File: config.mk
export PLATFORM = sky130hd
export DESIGN_NAME = algo_mapt_ready_bp_ctrl
export DESIGN_NICKNAME = d
export VERILOG_FILES = /design/src/rtl/algo_mapt_ready_bp_ctrl_pkg.sv /design/src/rtl/algo_mapt_bp_cnt.sv /design/src/rtl/algo_mapt_ready_bp_ctrl.sv
export SDC_FILE = /design/constraint.sdc
export NUM_CORES = 1
export LEC_CHECK = 0
export CORE_MARGIN = 4
export CORE_UTILIZATION = 52
export DETAILED_ROUTE_END_ITERATION = 8
export PLACE_DENSITY = 0.76
export SETUP_SLACK_MARGIN = 0.05
export SLEW_MARGIN = 20
export SYNTH_ARGS = -nofsm -noshare
export SYNTH_HDL_FRONTEND = slang
export SYNTH_SLANG_ARGS = --single-unit
File: constraint.sdc
create_clock -name clk -period 21.4 [get_ports clk]
set_input_delay 4.28 -clock clk [delete_from_list [all_inputs] [get_ports clk]]
set_output_delay 4.28 -clock clk [all_outputs]
set_load 0.03 [all_outputs]
File: src/rtl/algo_mapt_ready_bp_ctrl_pkg.sv
// Shared constants and the readiness FSM encoding for the memory-access-port
// ready/backpressure controller.
package algo_mapt_ready_bp_ctrl_pkg;

    localparam int unsigned DEF_NUMMAPT = 16;
    localparam int unsigned DEF_BITCNT  = 11;
    localparam int unsigned DEF_RDYSTBL = 4;

    // Settle counter width covers the full 1..255 stability window.
    localparam int unsigned STBL_W = 8;

    typedef enum logic [1:0] {
        ST_RST    = 2'd0,
        ST_SETTLE = 2'd1,
        ST_RDY    = 2'd2
    } rdy_state_e;

endpackage

File: src/rtl/algo_mapt_bp_cnt.sv
// One port's outstanding-read counter with saturation, floor, sticky error
// flags and threshold/hysteresis backpressure.
module algo_mapt_bp_cnt
    import algo_mapt_ready_bp_ctrl_pkg::*;
#(
    parameter int unsigned BITCNT = DEF_BITCNT
) (
    input  logic              clk,
    input  logic              rst,
    input  logic              rd_ev,
    input  logic              cm_ev,
    input  logic [BITCNT-1:0] bp_thr,
    input  logic [BITCNT-1:0] bp_hys,
    output logic [BITCNT-1:0] cnt,
    output logic              bp,
    output logic              err_ovf,
    output logic              err_unf
);

    localparam logic [BITCNT-1:0] CNT_MAX = {BITCNT{1'b1}};
    localparam logic [BITCNT-1:0] CNT_MIN = '0;

    logic [BITCNT-1:0] cnt_q, cnt_d;
    logic              bp_q, bp_d;
    logic              ovf_q, ovf_d;
    logic              unf_q, unf_d;

    // Simultaneous read and completion cancel; the assert rule has priority
    // over release so overlapping thresholds reduce to count >= bp_thr.
    always_comb begin
        cnt_d = cnt_q;
        bp_d  = bp_q;
        ovf_d = ovf_q;
        unf_d = unf_q;
        if (rd_ev && !cm_ev) begin
            if (cnt_q == CNT_MAX) ovf_d = 1'b1;
            else                  cnt_d = cnt_q + BITCNT'(1);
        end else if (cm_ev && !rd_ev) begin
            if (cnt_q == CNT_MIN) unf_d = 1'b1;
            else                  cnt_d = cnt_q - BITCNT'(1);
        end
        if (cnt_d >= bp_thr)      bp_d = 1'b1;
        else if (cnt_d <= bp_hys) bp_d = 1'b0;
    end

    always_ff @(posedge clk or posedge rst) begin
        if (rst) begin
            cnt_q <= '0;
            bp_q  <= 1'b0;
            ovf_q <= 1'b0;
            unf_q <= 1'b0;
        end else begin
            cnt_q <= cnt_d;
            bp_q  <= bp_d;
            ovf_q <= ovf_d;
            unf_q <= unf_d;
        end
    end

    assign cnt     = cnt_q;
    assign bp      = bp_q;
    assign err_ovf = ovf_q;
    assign err_unf = unf_q;

endmodule

File: src/rtl/algo_mapt_ready_bp_ctrl.sv
// Qualifies raw core readiness through a stability window and tracks
// per-port outstanding reads with backpressure and sticky error reporting.
module algo_mapt_ready_bp_ctrl
    import algo_mapt_ready_bp_ctrl_pkg::*;
#(
    parameter int unsigned NUMMAPT = DEF_NUMMAPT,
    parameter int unsigned BITCNT  = DEF_BITCNT,
    parameter int unsigned RDYSTBL = DEF_RDYSTBL
) (
    input  logic                      clk,
    input  logic                      rst,
    input  logic                      ready_int,
    input  logic [NUMMAPT-1:0]        ma_vld,
    input  logic [NUMMAPT-1:0]        ma_write,
    input  logic [NUMMAPT-1:0]        dq_vld,
    input  logic [BITCNT-1:0]         bp_thr,
    input  logic [BITCNT-1:0]         bp_hys,
    output logic                      ready,
    output logic [NUMMAPT-1:0]        ma_bp,
    output logic [NUMMAPT*BITCNT-1:0] ma_cnt,
    output logic [NUMMAPT-1:0]        err_ovf,
    output logic [NUMMAPT-1:0]        err_unf,
    output logic                      err_nrdy
);

    localparam logic [STBL_W-1:0] STBL_LAST = STBL_W'(RDYSTBL - 1);

    rdy_state_e        state_q, state_d;
    logic [STBL_W-1:0] stbl_q, stbl_d;
    logic              ready_q, ready_d;
    logic              err_nrdy_q, err_nrdy_d;
    logic [NUMMAPT-1:0] rd_ev;

    // Readiness FSM: the cycle leaving reset is never counted as stable.
    always_comb begin
        state_d    = state_q;
        stbl_d     = stbl_q;
        err_nrdy_d = err_nrdy_q | ((|ma_vld) & ~ready_q);
        unique case (state_q)
            ST_RST: begin
                state_d = ST_SETTLE;
                stbl_d  = '0;
            end
            ST_SETTLE: begin
                if (!ready_int) begin
                    stbl_d = '0;
                end else if (stbl_q == STBL_LAST) begin
                    state_d = ST_RDY;
                    stbl_d  = '0;
                end else begin
                    stbl_d = stbl_q + STBL_W'(1);
                end
            end
            ST_RDY: begin
                if (!ready_int) begin
                    state_d = ST_SETTLE;
                    stbl_d  = '0;
                end
            end
            default: begin
                state_d = ST_RST;
                stbl_d  = '0;
            end
        endcase
        ready_d = (state_d == ST_RDY);
    end

    always_ff @(posedge clk or posedge rst) begin
        if (rst) begin
            state_q    <= ST_RST;
            stbl_q     <= '0;
            ready_q    <= 1'b0;
            err_nrdy_q <= 1'b0;
        end else begin
            state_q    <= state_d;
            stbl_q     <= stbl_d;
            ready_q    <= ready_d;
            err_nrdy_q <= err_nrdy_d;
        end
    end

    assign rd_ev    = ma_vld & ~ma_write & {NUMMAPT{ready_q}};
    assign ready    = ready_q;
    assign err_nrdy = err_nrdy_q;

    for (genvar p = 0; p < NUMMAPT; p++) begin : g_port
        algo_mapt_bp_cnt #(
            .BITCNT (BITCNT)
        ) u_cnt (
            .clk     (clk),
            .rst     (rst),
            .rd_ev   (rd_ev[p]),
            .cm_ev   (dq_vld[p]),
            .bp_thr  (bp_thr),
            .bp_hys  (bp_hys),
            .cnt     (ma_cnt[p*BITCNT +: BITCNT]),
            .bp      (ma_bp[p]),
            .err_ovf (err_ovf[p]),
            .err_unf (err_unf[p])
        );
    end

endmodule

* Word level (Yosys, flattened, before mapping) *
Cells that the tools add are included.
Widths: inputs -> output; s select.

storage, ports and cells
  register bits after elaboration = 236
  bits of input ports = 73
  output and inout port bits = 226
  word-level logic and storage cells = 410

cells by class
  add/subtract/negate cells = 33
  order comparisons = 32
  equal/unequal tests = 21
  mux-type cells = 104
  bitwise operators = 22
  reduce and logical (&&, ||, !) cells = 130

operator list
  kind                   count
  $mux 11                64
  $add 11x1->11 const B  16
  $eq 11x11->1 const B   16
  $ge 11x11->1           16
  $le 11x11->1           16
  $logic_not 11->1       16
  $sub 11x1->11 const B  16
  $reduce_and 3->1       16
  $and 16x16->16         2
  $logic_and 1x1->1      32
  $logic_not 1->1        32
  $mux 1                 32
  $reduce_and 2->1       16
  $reduce_bool 2->1      16
  $mux 8                 3
  $not 1->1              17
  $not 16->16            1
  $pmux 8 s2             1
  $reduce_or 16->1       1
  $add 8x1->8 const B    1
  $eq 8x2->1 const B     1
  $mux 2                 3
  $pmux 2 s3             1
  $eq 2x2->1 const B     2
  other kinds (5)        5

* Depth between registers and ports, before layout *
Gate-level depths: netlist (run 1).

  depth after elaboration = 10
  depth in mapped cells = 15
  mapped depth without buffers = 15

* Modules after synthesis *
Synthesis (run 1) repeated with hierarchy kept, for this count alone.

unflattened totals
  cell total of the unflattened synthesis = 2878
  area, all modules = 25284.2 µm²

by module, submodules not included
  module                                  instances  cells an instance  area each (µm²)  seq. area each (µm²)
  algo_mapt_bp_cnt (g_port[0].u_cnt ...)  15         175                1534.0           350.3
  algo_mapt_bp_cnt (g_port[15].u_cnt)     1          169                1468.9           350.3
  algo_mapt_ready_bp_ctrl                 1          84                 805.8            300.3

* Worst setup path after synthesis (run 1) *
OpenSTA, ideal clock, no wires.

  path kind = input-to-reg
  start point = in ma_write[10]
  end point = reg g_port[10].u_cnt.bp_q
  library setup time = 126 ps
  arrival = 7005 ps
  setup slack = 14269 ps
  cell stages on the path = 13
  path buffers = 0
  cell sequence = nor4bb_1 > and4_1 > nor2b_1 > a21oi_1 > o22ai_1 > nor2_1 > ha_1 > a21o_1 > a211oi_1 > a21oi_1 > o211ai_1 > a31oi_1 > a311o_1

between the ends
  longest elaborated chain between the ends = 9
  elaborated cells on any way between the ends = 12
  classes of those cells = order compare: 2; mux: 3; bitwise: 3; reduce/logical: 4

ends and longest elaborated chain
  item                                          line                                            text
  start: declaration                            algo_mapt_ready_bp_ctrl.sv:14                   input logic [NUMMAPT-1:0] ma_write,
  $not 16->16 (*)                               algo_mapt_ready_bp_ctrl.sv:82                   assign rd_ev = ma_vld & ~ma_write & {NUMMAPT{ready_q}};
  $and 16x16->16 (*) (2 in a row)               algo_mapt_ready_bp_ctrl.sv:82
  $logic_not 1->1                               algo_mapt_bp_cnt.sv:38                          end else if (cm_ev && !rd_ev) begin
  $logic_and 1x1->1                             algo_mapt_bp_cnt.sv:38
  $mux 11                                       algo_mapt_bp_cnt.sv:38
  $mux 11 (*)                                   algo_mapt_bp_cnt.sv:35                          if (rd_ev && !cm_ev) begin
  named net g_port[10].u_cnt.cnt_d[8]           algo_mapt_bp_cnt.sv:23                          logic [BITCNT-1:0] cnt_q, cnt_d;
  $ge 11x11->1 or $le 11x11->1 (tied branches)  algo_mapt_bp_cnt.sv:42, algo_mapt_bp_cnt.sv:43
  $mux 1 or $reduce_bool 2->1 (tied branches)   --
  end signal: assignment                        algo_mapt_bp_cnt.sv:54                          bp_q <= bp_d;
  end: declaration                              algo_mapt_bp_cnt.sv:24                          logic bp_q, bp_d;

Mark *: on every way through the listed nets, which the timed path passes. The rest lies on a longest branch.
A chain may end at the register's enable or synchronous reset.

* Worst setup path after layout (run 1) *
  start point = in ma_vld[10]
  end point = reg g_port[10].u_cnt.bp_q

between the ends
  longest elaborated chain between the ends = 8
  elaborated cells on any way between the ends = 11
  classes of those cells = order compare: 2; mux: 3; bitwise: 2; reduce/logical: 4

ends and longest elaborated chain
  item                                          line                                            text
  start: declaration                            algo_mapt_ready_bp_ctrl.sv:13                   input logic [NUMMAPT-1:0] ma_vld,
  $and 16x16->16 (*) (2 in a row)               algo_mapt_ready_bp_ctrl.sv:82
  $logic_not 1->1                               algo_mapt_bp_cnt.sv:38
  $logic_and 1x1->1                             algo_mapt_bp_cnt.sv:38
  $mux 11                                       algo_mapt_bp_cnt.sv:38
  $mux 11 (*)                                   algo_mapt_bp_cnt.sv:35
  named net g_port[10].u_cnt.cnt_d[8]           algo_mapt_bp_cnt.sv:23
  $ge 11x11->1 or $le 11x11->1 (tied branches)  algo_mapt_bp_cnt.sv:42, algo_mapt_bp_cnt.sv:43
  $mux 1 or $reduce_bool 2->1 (tied branches)   --

Marked as above.

==> results of run 1 <==
[critical path: stages]
cell             delay [ps]
clkdlybuf4s50_1         620
nor4bb_1                870
and4_1                  330
nor2b_1                 300
a21oi_1                 120
o22ai_1                 180
nor2_1                  110
ha_1                    300
a21o_1                  180
a211oi_1                290
a21oi_1                 120
o211ai_1                100
a31oi_1                  60
a311o_1                 320
[sequential cells by signal, indices dropped and copies added, names as in the netlist]
register              cells
g_port.u_cnt.err_ovf     16
state_q                   2
ready                     1
stbl_q                    8
g_port.u_cnt.err_unf     16
err_nrdy                  1
g_port.u_cnt.cnt        176
g_port.u_cnt.bp          16
[placed cells by master, fill, tap and decap left out, types with 71 or more instances in the layout]
cell             instances
a21oi_1                134
clkdlybuf4s50_1        298
dfrtp_1                236
ha_1                   385
inv_1                  104
nand2_1                155
nand3_1                111
nor2_1                 147
nor3_1                  71
o21ai_0                141
[cells by family after synthesis]
logic type,count (synthesis)
fa+ha+maj,385
simple gates,840
compound gates,657
buf+inv,197
xor+xnor,101
mux,5
flops,236
[where the power goes]
| group | switching [mW] | total, mW | internal (mW) |
|---|---|---|---|
| clock network | 0.211 | 0.520 | 0.309 |
| registers | 0.343 | 0.967 | 0.624 |
| logic | 1.29 | 2.22 | 0.932 |
[through the flow]
stage | cells | total power [mW] | hold WS (ps) | utilization (%)
after global placement | 3186 | 3.06 | 442 | 60.8
after detailed placement | 3186 | 3.15 | 447 | 60.8
after CTS | 3238 | 3.69 | 460 | 63.2
after floorplan | 2421 | 2.38 | 429 | -
final | 3238 | 3.70 | 454 | 63.2
after global routing | 3238 | 4.00 | 479 | 63.2
[how the worst max path moves through the flow]
stage / startpoint / end / depth (start not counted)
4_1_cts: ma_vld[5] / g_port[5].u_cnt.bp / 13
3_3_place_gp: ma_vld[5] / g_port[5].u_cnt.bp / 13
5_1_grt: ma_vld[10] / g_port[10].u_cnt.bp / 14
6_report: ma_vld[10] / g_port[10].u_cnt.bp / 14
3_5_place_dp: ma_vld[5] / g_port[5].u_cnt.bp / 13
2_1_floorplan: rst / err_nrdy / 1
[final cells by class]
type                            instances  area, sq um  share of cell area (%)
Timing Repair Buffer                  325         3190                    12.4
Sequential cell                       236         5910                    22.9
Multi-Input combinational cell       1988        14600                    56.7
Clock buffer                           37          826                    3.21
Clock inverter                         15          178                   0.690
Inverter                              105          402                    1.56
Tap cell                              532          666                    2.58
[metal layers]
| layer | wire length (um) | up-vias | share of wire [%] |
|---|---|---|---|
| met5 | 24 | - | 0.034 |
| met4 | 2880 | 4 | 4.1 |
| met3 | 6390 | 193 | 9.0 |
| met2 | 31500 | 965 | 44 |
| met1 | 30200 | 10100 | 43 |
| li1 | - | 9725 | - |
==> flow_summary_export.csv, run 1 <==
group,metric,value,unit
global_routing,grtUsageMet1,42.0,%
sta,fin_setup_tns,0,ps
detailed_routing,wire_per_inst,22.0,um
placement,gp_congestion,0.963,
global_routing,grt_max_degree,110,
clock_tree,cts_tree,"yes",
global_routing,grt_usage,30.8,%
sta,finalCriticalPeriod,7760,ps
clock_tree,clk_latency,570,ps
clock_tree,holdBufCountCts,0,
min_path,worstHoldStart,"g_port[11].u_cnt.err_ovf",
min_path,holdPathEnd,"g_port[11].u_cnt.err_ovf",
clock_tree,cts_made_buffers,28,
global_routing,overflow,0,
detailed_routing,dr.first_iter.drc_count,1797,
flow_run,maxCapViolations,0,
clock_tree,cts_buffer_depth,3,
floorplanning,start_util,52.6,%
floorplanning,fp.dieW,211,um
sta,worstMarginPinSlew,1060,ps
global_routing,grt_pass1_wl,111,mm
critical_path,rr_startpoint,"ready",
detailed_routing,via_per_inst,6.48,
placement,hpwlAfterDp,51.2,mm
floorplanning,dieHeight,211,um
detailed_routing,antenna_left,0,
min_path,hold_path.class,"reg -> reg",
global_routing,grt_pass1_vias,20300,
floorplanning,std_cell_rows,74,
layout,final_area,25800,sq um
logic_synthesis,synthAdderAreaFrac,22.5,%
critical_path,r2r_slack,16960,ps
logic_synthesis,synth_edf_count,0,
sta,drv_slew,0,
sta,rsz0062_at_grt,"false",
logic_synthesis,syn_nets,2879,
logic_synthesis,netlist_area,21400,sq um
logic_synthesis,avgSynthCellArea,8.85,sq um
power_and_ir_drop,leakagePower,11.5,nW
layout,nets,3142,
layout,nFillCells,3388,
detailed_routing,wl,71.1,mm
sta,fin_crit_sh,36.3,%
critical_path,critPathKind,"in -> reg",
min_path,hold_depth,1,
clock_tree,htree_levels,1,
detailed_routing,drcViolationCount,0,
logic_synthesis,synth_top_family_by_area,"adder cells",
layout,num_antenna_cells,0,
critical_path,reg2regPathDepth,12,
logic_synthesis,synth_xor_area_share,4.13,%
sta,fin_skew,21.0,ps
logic_synthesis,postSynthCellCount,2421,
critical_path,cp_max_fo,7,
sta,setup_ws,13640,ps
critical_path,worstSetupStartpointType,"input port",
detailed_routing,via_count,21000,
logic_synthesis,ys_top_cells_by_area,"dfrtp_1 (28%), ha_1 (22%), o21ai_0 (3.3%)",
clock_tree,cts_setup_buffers,0,
logic_synthesis,yosysWarnings,0,
sta,max-slew-margin-rel,28.7,%
logic_synthesis,synth_common_cells,"ha_1 (385), dfrtp_1 (236), nand2_1 (155), nor2_1 (147), o21ai_0 (141)",
floorplanning,ios,299,
placement,placedInstanceArea,24800,sq um
clock_tree,clkSinkCount,236,
logic_synthesis,async_reset_ff_share,100,%
placement,numPortBuffers,298,
global_routing,grtUsageMet2,48.9,%
logic_synthesis,yosysTopAreaCellShare,27.6,%
detailed_routing,dr.pass1.iters,6,
logic_synthesis,synthSimpleGateAreaFrac,20.7,%
floorplanning,dieArea,44500,sq um
placement,dp_slack,12970,ps
floorplanning,core,40700,sq um
global_routing,antenna_found_initial,2,
global_routing,use_met3,6.10,%
power_and_ir_drop,ir_drop,87.0,uV
critical_path,reg2reg_to,"g_port[13].u_cnt.bp",
logic_synthesis,synth-main-ff-cell,"dfrtp_1",
layout,drive_above_1_share,4.73,%
sta,hold_viol_final,0,
clock_tree,cts-root-buf,"clkbuf_16",
critical_path,arrival,8200,ps
global_routing,busiest_layer,"met2",
power_and_ir_drop,power_density,144,nW/um^2
clock_tree,clkTransAtPathRegs,60,ps
logic_synthesis,yosysMostFrequentCell,"ha_1",
layout,area_growth,20.3,%
sta,setup_violations,0,
critical_path,crit_required,21840,ps
critical_path,crit_path_end_kind,"flop",
logic_synthesis,synth_compound_area_share,20.6,%
logic_synthesis,synth_area_leader_cell,"dfrtp_1",
sta,fmax,129,MHz
logic_synthesis,synth-seq-cells,236,
logic_synthesis,synthMuxAreaShare,0.257,%
logic_synthesis,yosysUniqueCellTypes,81,
clock_tree,cts_resized,0,
logic_synthesis,synth-seq-area-share,27.6,%
status,status,"complete, no violations",
Note: power is estimated with default switching activity, not from simulation.
==> run 2, diff against run 1 <==
Settings changed: CORE_UTILIZATION 52 to 51, PLACE_DENSITY 0.76 to 0.78.
Clock period 21.4 ns to 6.8 ns, I/O delays scaled along.
==> run 2 against run 1 <==
  * Cell count fell by 0.12%
  * Wire length rose by 0.34%
  * Clock power rose to 3.3 times the previous value
  * Global-route usage fell by 0.40 points
  * Largest power group unchanged
==> flow_summary_export.csv, run 2 (synthesized netlist as in run 1, its figures left out) <==
group,metric,value,unit
status,status,"complete, no violations",
critical_path,crit_top_cell,"a21oi_1",
detailed_routing,wire_per_inst,22.1,um
clock_tree,clk_latency,580,ps
power_and_ir_drop,ir_drop,247,uV
placement,numPortBuffers,298,
detailed_routing,via_per_inst,6.52,
critical_path,crit_family,"simple AND/OR/NAND/NOR gates",
critical_path,arrival,5270,ps
floorplanning,start_util,52.0,%
power_and_ir_drop,combPwrFrac,59.4,%
floorplanning,dieArea,45300,sq um
sta,fin_crit_sh,70.8,%
placement,dp_slack,1610,ps
sta,worstMarginPinSlew,1170,ps
global_routing,antenna_found_initial,0,
clock_tree,cts_resized,0,
power_and_ir_drop,p_sw,5.83,mW
power_and_ir_drop,power_density,457,nW/um^2
power_and_ir_drop,leakagePower,11.5,nW
clock_tree,cts_setup_buffers,0,
critical_path,slowest_stage,"dfrtp_1",
clock_tree,cts_tree,"yes",
sta,rsz0062_at_grt,"false",
sta,whs,457,ps
sta,hold_viol_final,0,
power_and_ir_drop,swShare,49.4,%
clock_tree,cts-root-buf,"clkbuf_16",
layout,area_growth,20.4,%
sta,fin_setup_tns,0,ps
critical_path,critPathKind,"reg -> reg",
sta,max-slew-margin-rel,22.0,%
placement,hpwlAfterDp,52.1,mm
floorplanning,dieHeight,213,um
layout,num_antenna_cells,0,
floorplanning,std_cell_rows,74,
sta,finalCriticalPeriod,4810,ps
clock_tree,cts_made_buffers,29,
detailed_routing,drcViolationCount,0,
critical_path,path_cells,"buf_4 > nor4bb_1 > and4_1 > nor2b_1 > a21oi_1 > o22ai_1 > nor2_1 > ha_1 > a21o_1 > a211oi_1 > a21oi_1 > o211ai_1 > a31oi_1 > a311o_1",
clock_tree,clkSinkCount,236,
global_routing,overflow,0,
clock_tree,cts_buffer_depth,3,
critical_path,crit_required,7250,ps
detailed_routing,dr.first_iter.drc_count,2081,
floorplanning,fp.dieW,213,um
detailed_routing,wl,71.3,mm
clock_tree,clkTransAtPathRegs,60,ps
flow_run,maxCapViolations,0,
sta,drv_slew,0,
power_and_ir_drop,p_int,5.96,mW
global_routing,grt_max_degree,154,
sta,fin_skew,19.7,ps
critical_path,slowest_delay,1010,ps
layout,final_common_cell,"ha_1",
global_routing,grt_usage,30.4,%
clock_tree,holdBufCountCts,0,
sta,setup_ws,1990,ps
layout,nets,3139,
layout,largest_reg_flops,176,
clock_tree,htree_levels,1,
floorplanning,core,41200,sq um
global_routing,grt_pass1_vias,20500,
power_and_ir_drop,p_clk_share,14.6,%
floorplanning,ios,299,
layout,nFillCells,3392,
critical_path,cp_max_fo,15,
min_path,hold_path.class,"reg -> reg",
critical_path,cp.buffers_inverters,1,
detailed_routing,antenna_left,0,
detailed_routing,dr.pass1.iters,8,
sta,setup_violations,0,
power_and_ir_drop,pwr-share-seq,26.0,%
sta,fmax,208,MHz
critical_path,crit_path_end_kind,"flop",
layout,drive_above_1_share,4.59,%
placement,gp_congestion,0.981,
critical_path,worstSetupStartpointType,"flop",
layout,layout_common_cells,"ha_1 (385), clkdlybuf4s50_1 (298), dfrtp_1 (236)",
global_routing,grt_pass1_wl,111,mm
detailed_routing,via_count,21100,
==> run 2: cell count changes in the layout (fill, tap and decap cells not counted), sizes merged <==
cell,change
bufinv,+3
buf,-4
inv,-4
clkbuf,+1
==> run 2: worst paths after layout <==
path / startpoint / depth (start not counted) / end / slack [ps]
hold reg to reg: g_port[11].u_cnt.err_ovf / 1 / g_port[11].u_cnt.err_ovf / 460
setup / recovery: ready / 14 / g_port[10].u_cnt.bp / 1990
hold / removal: g_port[11].u_cnt.err_ovf / 1 / g_port[11].u_cnt.err_ovf / 460
max in group asynchronous: rst / 3 / g_port[10].u_cnt.cnt[7] / 4370
setup reg to reg: ready / 14 / g_port[10].u_cnt.bp / 1990
min in group asynchronous: rst / 2 / g_port[5].u_cnt.err_unf / 1170
==> run 2: power groups by stage <==
| stage | registers [mW] | clock network (mW) | logic, mW |
|---|---|---|---|
| finish | 3.06 | 1.73 | 7.00 |
| global route | 3.16 | 1.80 | 7.71 |
| CTS | 3.02 | 1.75 | 6.97 |
| detailed placement | 3.03 | 0 | 6.92 |
| global placement | 3.02 | 0 | 6.63 |
| floorplan | 3.53 | 0 | 3.96 |
==> run 2: area by class of cell <==
class / count / area, sq um / area share (%)
clock inverters: 14 / 226 / 0.878
inverters: 105 / 398 / 1.54
clock buffers: 38 / 820 / 3.18
repair buffers: 321 / 3170 / 12.3
multi-input cells: 1988 / 14600 / 56.6
flip-flops and latches: 236 / 5910 / 22.9
well taps: 532 / 666 / 2.58
==> run 2: through the flow <==
step / util (%) / instances / instance area [sq um] / power, mW
after floorplan: - / 2421 / 21400 / 7.49
final: 62.6 / 3234 / 25800 / 11.8
after CTS: 62.6 / 3234 / 25800 / 11.7
after global placement: 60.0 / 3182 / 24700 / 9.65
after detailed placement: 60.0 / 3182 / 24700 / 9.94
after global routing: 62.6 / 3234 / 25800 / 12.7
==> run 2: metal layers <==
layer | vias to the layer above | wire, um | part of all wire, % | GRT usage (%)
met2 | 1016 | 32300 | 45 | 48.6
met5 | - | 0 | 0 | 0
li1 | 9725 | - | - | -
met4 | 0 | 3200 | 4.5 | 12.4
met1 | 10100 | 29300 | 41 | 41.2
met3 | 228 | 6530 | 9.2 | 5.11
